### src/rtl/adc_capture_buffer_pkg.sv
`default_nettype none
// ---------------------------------------------------------------------------
// adc_capture_buffer_pkg : capture state encodings and default sizes
// Revision 1.0
// ---------------------------------------------------------------------------
package adc_capture_buffer_pkg;

  localparam int DW_DEFAULT       = 8;
  localparam int AW_DEFAULT       = 8;
  localparam int PRE_TRIG_DEFAULT = 32;

  typedef enum logic [2:0] {
    CAP_IDLE  = 3'd0,
    CAP_PRE   = 3'd1,
    CAP_ARMED = 3'd2,
    CAP_POST  = 3'd3,
    CAP_DONE  = 3'd4
  } cap_state_t;

endpackage
`default_nettype wire

### src/rtl/adc_capture_buffer_if.sv
`default_nettype none
// ---------------------------------------------------------------------------
// adc_capture_buffer_if : ADC sample, trigger control and readout signals
// Revision 1.0
// ---------------------------------------------------------------------------
interface adc_capture_buffer_if
  import adc_capture_buffer_pkg::*;
#(
  parameter int DW = DW_DEFAULT
);
  logic          adc_clk;
  logic [DW-1:0] adc_data;
  logic          arm;
  logic [DW-1:0] trig_level;
  logic          trig_fall;
  logic          rd_next;
  logic [DW-1:0] txd_data;
  logic          busy;
  logic          ready;

  modport slave (
    input  adc_clk, adc_data, arm, trig_level, trig_fall, rd_next,
    output txd_data, busy, ready
  );

  modport master (
    output adc_clk, adc_data, arm, trig_level, trig_fall, rd_next,
    input  txd_data, busy, ready
  );
endinterface
`default_nettype wire

### src/rtl/adc_capture_buffer_capture_ram.sv
`default_nettype none
// ---------------------------------------------------------------------------
// capture_ram : simple dual-port sample RAM, one write port, registered read
// Revision 1.0
// ---------------------------------------------------------------------------
module capture_ram #(
  parameter int DW = 8,
  parameter int AW = 8
) (
  input  logic          clk,
  input  logic          we,
  input  logic [AW-1:0] waddr,
  input  logic [DW-1:0] wdata,
  input  logic [AW-1:0] raddr,
  output logic [DW-1:0] rdata
);
  localparam int DEPTH = 1 << AW;

  // No reset on the array or read register so the tools can map it to block RAM
  logic [DW-1:0] mem [DEPTH];

  always_ff @(posedge clk) begin
    if (we) begin
      mem[waddr] <= wdata;
    end
  end

  always_ff @(posedge clk) begin
    rdata <= mem[raddr];
  end
endmodule
`default_nettype wire

### src/rtl/adc_capture_buffer.sv
`default_nettype none
// ---------------------------------------------------------------------------
// adc_capture_buffer : triggered ADC recorder with pre-trigger history and
//                      byte-wise readout of the frozen record
// Revision 1.0
// ---------------------------------------------------------------------------
module adc_capture_buffer
  import adc_capture_buffer_pkg::*;
#(
  parameter int DW       = DW_DEFAULT,
  parameter int AW       = AW_DEFAULT,
  parameter int PRE_TRIG = PRE_TRIG_DEFAULT
) (
  input  logic                clk,
  input  logic                resetn,
  adc_capture_buffer_if.slave bus
);
  localparam int            DEPTH    = 1 << AW;
  localparam int            POST_LEN = DEPTH - PRE_TRIG;
  localparam logic [AW-1:0] PRE_END  = AW'(PRE_TRIG);
  localparam logic [AW:0]   POST_END = (AW+1)'(POST_LEN);
  localparam logic [AW-1:0] RD_END   = {AW{1'b1}};

  cap_state_t    state;
  logic          sync1;
  logic          sync2;
  logic [DW-1:0] data_q;
  logic [DW-1:0] prev;
  logic          prev_valid;
  logic [AW-1:0] wp;
  logic [AW-1:0] rp;
  logic [AW-1:0] trig_ptr;
  logic [AW-1:0] pre_cnt;
  logic [AW:0]   post_cnt;
  logic [AW-1:0] rd_cnt;
  logic          busy_q;
  logic          ready_q;
  logic [DW-1:0] txd_q;

  logic          s_edge;
  logic [DW-1:0] cur;
  logic          rise_hit;
  logic          fall_hit;
  logic          hit;
  logic          pre_done;
  logic          hunting;
  logic          recording;
  logic          take;
  logic          done_go;
  logic [AW-1:0] trig_base;
  logic [AW-1:0] rp_nxt;
  logic [DW-1:0] rd_data;

  assign s_edge    = sync1 & ~sync2;
  assign cur       = data_q;
  assign rise_hit  = (prev < bus.trig_level) && (cur >= bus.trig_level);
  assign fall_hit  = (prev > bus.trig_level) && (cur <= bus.trig_level);
  assign hit       = prev_valid && (bus.trig_fall ? fall_hit : rise_hit);
  assign pre_done  = (pre_cnt == PRE_END);
  assign hunting   = (state == CAP_ARMED) || ((state == CAP_PRE) && pre_done);
  assign recording = (state == CAP_PRE) || (state == CAP_ARMED) || (state == CAP_POST);
  // A sample coinciding with arm belongs to neither the old nor the new capture
  assign take      = s_edge && recording && !bus.arm;

  // A one-sample post window finishes on the trigger sample itself
  assign done_go = take &&
                   ((hunting && hit && (POST_END == (AW+1)'(1))) ||
                    ((state == CAP_POST) && ((post_cnt + 1'b1) == POST_END)));
  assign trig_base = (state == CAP_POST) ? trig_ptr : wp;

  // The RAM is addressed with the next read pointer so the byte is ready one clock later
  always_comb begin
    rp_nxt = rp;
    if (done_go) begin
      rp_nxt = trig_base - PRE_END;
    end else if ((state == CAP_DONE) && bus.rd_next && !bus.arm) begin
      rp_nxt = rp + 1'b1;
    end
  end

  capture_ram #(
    .DW (DW),
    .AW (AW)
  ) u_ram (
    .clk   (clk),
    .we    (take),
    .waddr (wp),
    .wdata (cur),
    .raddr (rp_nxt),
    .rdata (rd_data)
  );

  always_ff @(posedge clk or negedge resetn) begin
    if (!resetn) begin
      state      <= CAP_IDLE;
      sync1      <= 1'b0;
      sync2      <= 1'b0;
      data_q     <= '0;
      prev       <= '0;
      prev_valid <= 1'b0;
      wp         <= '0;
      rp         <= '0;
      trig_ptr   <= '0;
      pre_cnt    <= '0;
      post_cnt   <= '0;
      rd_cnt     <= '0;
      busy_q     <= 1'b0;
      ready_q    <= 1'b0;
      txd_q      <= '0;
    end else begin
      sync1  <= bus.adc_clk;
      sync2  <= sync1;
      data_q <= bus.adc_data;
      rp     <= rp_nxt;

      if (state == CAP_DONE) begin
        txd_q <= rd_data;
      end

      if (bus.arm) begin
        state      <= CAP_PRE;
        busy_q     <= 1'b1;
        ready_q    <= 1'b0;
        pre_cnt    <= '0;
        post_cnt   <= '0;
        rd_cnt     <= '0;
        prev_valid <= 1'b0;
      end else begin
        if (take) begin
          wp         <= wp + 1'b1;
          prev       <= cur;
          prev_valid <= 1'b1;
        end

        case (state)
          CAP_PRE, CAP_ARMED: begin
            if (hunting) begin
              state <= CAP_ARMED;
              if (take && hit) begin
                trig_ptr <= wp;
                post_cnt <= (AW+1)'(1);
                state    <= CAP_POST;
              end
            end else if (take) begin
              pre_cnt <= pre_cnt + 1'b1;
            end
          end
          CAP_POST: begin
            if (take) begin
              post_cnt <= post_cnt + 1'b1;
            end
          end
          CAP_DONE: begin
            if (bus.rd_next) begin
              rd_cnt <= rd_cnt + 1'b1;
              if (rd_cnt == RD_END) begin
                state   <= CAP_IDLE;
                ready_q <= 1'b0;
              end
            end
          end
          default: ;
        endcase

        if (done_go) begin
          state   <= CAP_DONE;
          busy_q  <= 1'b0;
          ready_q <= 1'b1;
          rd_cnt  <= '0;
        end
      end
    end
  end

  assign bus.txd_data = txd_q;
  assign bus.busy     = busy_q;
  assign bus.ready    = ready_q;
endmodule
`default_nettype wire
### src/flat_wrapper.sv
// flat-port wrapper written by rule: the top's interface ports become plain ports
module adc_capture_buffer_flat import adc_capture_buffer_pkg::*;
#(
  parameter int DW       = DW_DEFAULT,
  parameter int AW       = AW_DEFAULT,
  parameter int PRE_TRIG = PRE_TRIG_DEFAULT
)
  (clk, resetn, bus_adc_clk, bus_adc_data, bus_arm, bus_trig_level, bus_trig_fall, bus_rd_next, bus_txd_data, bus_busy, bus_ready);
  adc_capture_buffer_if #(.DW(DW)) bus_i ();
  input  logic clk;
  input  logic resetn;
  input wire logic [$bits(bus_i.adc_clk)-1:0] bus_adc_clk;
  input wire logic [$bits(bus_i.adc_data)-1:0] bus_adc_data;
  input wire logic [$bits(bus_i.arm)-1:0] bus_arm;
  input wire logic [$bits(bus_i.trig_level)-1:0] bus_trig_level;
  input wire logic [$bits(bus_i.trig_fall)-1:0] bus_trig_fall;
  input wire logic [$bits(bus_i.rd_next)-1:0] bus_rd_next;
  output wire logic [$bits(bus_i.txd_data)-1:0] bus_txd_data;
  output wire logic [$bits(bus_i.busy)-1:0] bus_busy;
  output wire logic [$bits(bus_i.ready)-1:0] bus_ready;
  assign bus_i.adc_clk = bus_adc_clk;
  assign bus_i.adc_data = bus_adc_data;
  assign bus_i.arm = bus_arm;
  assign bus_i.trig_level = bus_trig_level;
  assign bus_i.trig_fall = bus_trig_fall;
  assign bus_i.rd_next = bus_rd_next;
  assign bus_txd_data = bus_i.txd_data;
  assign bus_busy = bus_i.busy;
  assign bus_ready = bus_i.ready;
  adc_capture_buffer #(.DW(DW), .AW(AW), .PRE_TRIG(PRE_TRIG)) u_core (.clk(clk), .resetn(resetn), .bus(bus_i));
endmodule
### config.mk
export PLATFORM = sky130hd
export DESIGN_NAME = adc_capture_buffer_flat
export DESIGN_NICKNAME = d
export VERILOG_FILES = /design/src/rtl/adc_capture_buffer_pkg.sv /design/src/rtl/adc_capture_buffer_if.sv /design/src/rtl/adc_capture_buffer_capture_ram.sv /design/src/rtl/adc_capture_buffer.sv /design/src/flat_wrapper.sv
export SDC_FILE = /design/constraint.sdc
export NUM_CORES = 2
export LEC_CHECK = 0
export CORE_MARGIN = 3
export CORE_UTILIZATION = 60
export CTS_CLUSTER_SIZE = 16
export DETAILED_ROUTE_END_ITERATION = 10
export PLACE_DENSITY_LB_ADDON = 0.05
export SYNTH_ARGS = -nofsm -noshare
export SYNTH_HDL_FRONTEND = slang
export SYNTH_SLANG_ARGS = --single-unit
### constraint.sdc
create_clock -name clk -period 8.32 [get_ports clk]
set_input_delay 0.832 -clock clk [delete_from_list [all_inputs] [get_ports clk]]
set_output_delay 0.832 -clock clk [all_outputs]
set_load 0.05 [all_outputs]
==> impl_results.md <==
* CTS buffer count at 207
* First-pass GRT wire length at 365600 µm
* Final core area utilization at 0.6671
* Filler cells at 10170
* Leakage at 0.03186 µW
* Final period utilization at 0.8468
* Clock root buffer master: clkbuf_16
* Crit start category: primary input
* Largest delay share family, worst path: compound AO/OA/AOI/OAI gates
* Post-CTS Setup Bufs at 0
* Die width at 384.1 µm
* CP cell instances: clkdlybuf4s50_1 > or4_1 > a2111o_1 > nor4b_4 > buf_4 > mux2i_2 > buf_4 > inv_1 > a2111oi_0 > a22oi_1 > a2111oi_0 > or3_1 > o31ai_1
* Synth async-reset ratio at 0.03790
* Max frequency at 0.1419 GHz
* CTS Hold Bufs at 1
* Post-DP HPWL at 149600 µm
* GRT Overall Usage at 0.3433
* Placed Cells at 8193
* Num ports at 32
* Antenna-violating nets left at 0
* PwrDens at 225.9 nW/µm²
* Worst vdd ir at 224.7 µV
* CP max FO at 23
* Post-cts resize count at 0
* Gp weighted congestion at 0.9162
* Hold violation count in the final report at 0
* CTS tree: yes
* Initial DRC Count at 7679
* Final setup vio count at 0
* Mapped Avg Cell Area at 13.09 µm²
* Post-Syn Instances at 6553
* Status: finished, violations left
* Core area at 141800 µm²
* Clock skew at 0.03749 ns
* Leading area contributor after synthesis: edfxtp_1
* Worst EP arrival at 7.76 ns
* Layout Nets at 6561
* WP buf/inv at 4
* IO buf count at 31
* Share of the synthesized area in the top cell type at 0.7169
* Clk sinks at 2137
* Via count at 55830
* Crit-path slowest cell: a2111oi_0
* Worst-Margin Slew at 1.421 ns
* Slew HR at 0.02806
* Post-synth EDFFs at 2048
* Setup_tns at 0 ns
* DIE AREA at 147500 µm²
* Total Power at 21370 µW
* Critical Path Max Stage Delay at 1.30 ns
* Setup WS post-layout at 1.275 ns
* Most common cell in the netlist: edfxtp_1
* Htree depth at 4
* FF+latch count, synth at 2137
* Total grt overflow at 0
* DR WL/cell at 29.63 µm
* Pre-Repair DR Iteration Count at 8
* FP Rows at 138
* Vias in the first global route at 52180
* Worst min-delay path class: flop to flop
* Post-Place Worst Slack at 0.6920 ns
* Fin. max-slew vios at 0
* Reg clk slew, reported paths at 0.06 ns
* Proportion of layout cells with a drive suffix above 1 at 0.07458
* Violated checks: max-capacitance violations
* Drc violations at 0
* Worst-Skew Late Latency at 0.86 ns
* Post-layout min period at 7.045 ns
* Crit Path Category: primary input to flop
* Initial antenna violation count at 9
* Final std cells w/o fill at 8582
* CP required at 9.03 ns
* RSZ-0062 raised after global routing: false
* Largest net degree at the start of global routing at 164
* Routed wire length at 254300 µm
* Top_reg_cell synth: edfxtp_1
* Sequential element share of the synthesized area at 0.7424
* Post-synth cell types at 73
* Via density at 6.505
* Yosys warns at 0
* Top cells by count, synth: edfxtp_1, nand2_1, nand3_1, nor2_1, a21oi_1
* Mapped cell area at 85780 µm²
* Max-cap violations at 1
* Clk buf depth at 3
* Synth area leaders: edfxtp_1, nand2_1, nand3_1, dfrtp_1, mux2i_1
* Syn nets at 6601
* Die height at 384.1 µm
* Area grow syn2layout at 10.24%
* Starting Density at 0.6051
* Crit. End Element: flop
==> worst register-to-register path, stage by stage (launching register included) <==
cell,delay (ns)
dfrtp_1,0.58
nor2_2,0.11
or4_1,0.65
a2111o_1,0.50
nor4b_4,0.25
buf_4,0.29
mux2i_2,0.24
buf_4,0.42
inv_1,0.63
a2111oi_0,1.31
a22oi_1,0.29
a2111oi_0,0.91
or3_1,0.31
o31ai_1,0.10
==> layout by cell type (no fill, tap or decap), types with 47 or more instances in the layout <==
cell       instances
edfxtp_1        2048
nand2_1         1814
nand3_1          546
nor2_1           318
a21oi_1          271
clkbuf_16        211
a31oi_1          186
mux2i_1          150
buf_4            121
dfrtp_1           73
nand4_1           71
a22oi_1           70
a32oi_1           64
clkinv_1          62
and3_1            58
clkbuf_1          47
==> metrics by stage <==
| step | hold WS [ns] | area [µm²] |
|---|---|---|
| after floorplan | 0.3677 | 85780 |
| after global placement | 0.3837 | 88020 |
| after detailed placement | 0.3864 | 88020 |
| after CTS | 0.3911 | 94560 |
| after global routing | 0.4105 | 94560 |
| final | 0.3964 | 94570 |
==> kinds of logic after synthesis <==
group	synth area share
flops	0.7424
mux	0.02062
simple gates	0.1428
compound gates	0.06224
fa+ha+maj	0.003792
buf+inv	0.02488
xor+xnor	0.003267
==> where the power goes <==
group	internal (µW)	switching (µW)
logic	78.1	295
clock network	5100	4000
registers	11800	73.5
==> layer usage <==
| layer | vias up | GRT usage | part of all wire |
|---|---|---|---|
| met5 | - | 0 | 0.000083 |
| met4 | 4 | 0.1698 | 0.055 |
| met3 | 556 | 0.07021 | 0.11 |
| met2 | 3442 | 0.5219 | 0.46 |
| met1 | 27780 | 0.4776 | 0.38 |
| li1 | 24050 | - | - |
==> path summary, 6_finish.rpt <==
kind	from	endpoint	slack (ns)	cells past startpoint
worst max-delay path	bus_arm	u_core.u_ram.rdata[0]$_DFF_P_	1.27	13
worst min-delay path	u_core.sync1$_DFF_PN0_	u_core.sync2$_DFF_PN0_	0.40	0
worst max register to register	u_core.state[1]$_DFFE_PN0P_	u_core.u_ram.rdata[0]$_DFF_P_	1.61	13
worst min register to register	u_core.sync1$_DFF_PN0_	u_core.sync2$_DFF_PN0_	0.40	0
max in group asynchronous	resetn	u_core.cur[5]$_DFF_PN0_	6.69	3
min in group asynchronous	resetn	u_core.pre_cnt[7]$_DFFE_PN0P_	0.58	2
==> registers in the layout, summed over array words and instances, names as in the netlist <==
| signal | cells |
|---|---|
| u_core.u_ram.mem | 2048 |
| u_core.post_cnt | 9 |
| u_core.bus.txd_data | 8 |
| u_core.cur | 8 |
| u_core.pre_cnt | 8 |
| u_core.prev | 8 |
| u_core.rd_cnt | 8 |
| u_core.rp | 8 |
| u_core.trig_ptr | 8 |
| u_core.u_ram.rdata | 8 |
| u_core.wp | 8 |
| u_core.state | 3 |
| u_core.bus.busy | 1 |
| u_core.bus.ready | 1 |
| u_core.prev_valid | 1 |
| u_core.sync1 | 1 |
| u_core.sync2 | 1 |
==> cell type report <==
cell class	instances	area, µm²	share of cell area
sequential	2137	63720	0.6738
multi-input combinational	3964	20160	0.2132
clock buffer	265	5553	0.05872
tap	1890	2365	0.02501
timing repair buffer	174	1659	0.01754
clock inverter	122	978.4	0.01035
inverter	29	131.4	0.001389
antenna	1	2.502	0.00002646
Power figures use the tool's default switching activity.
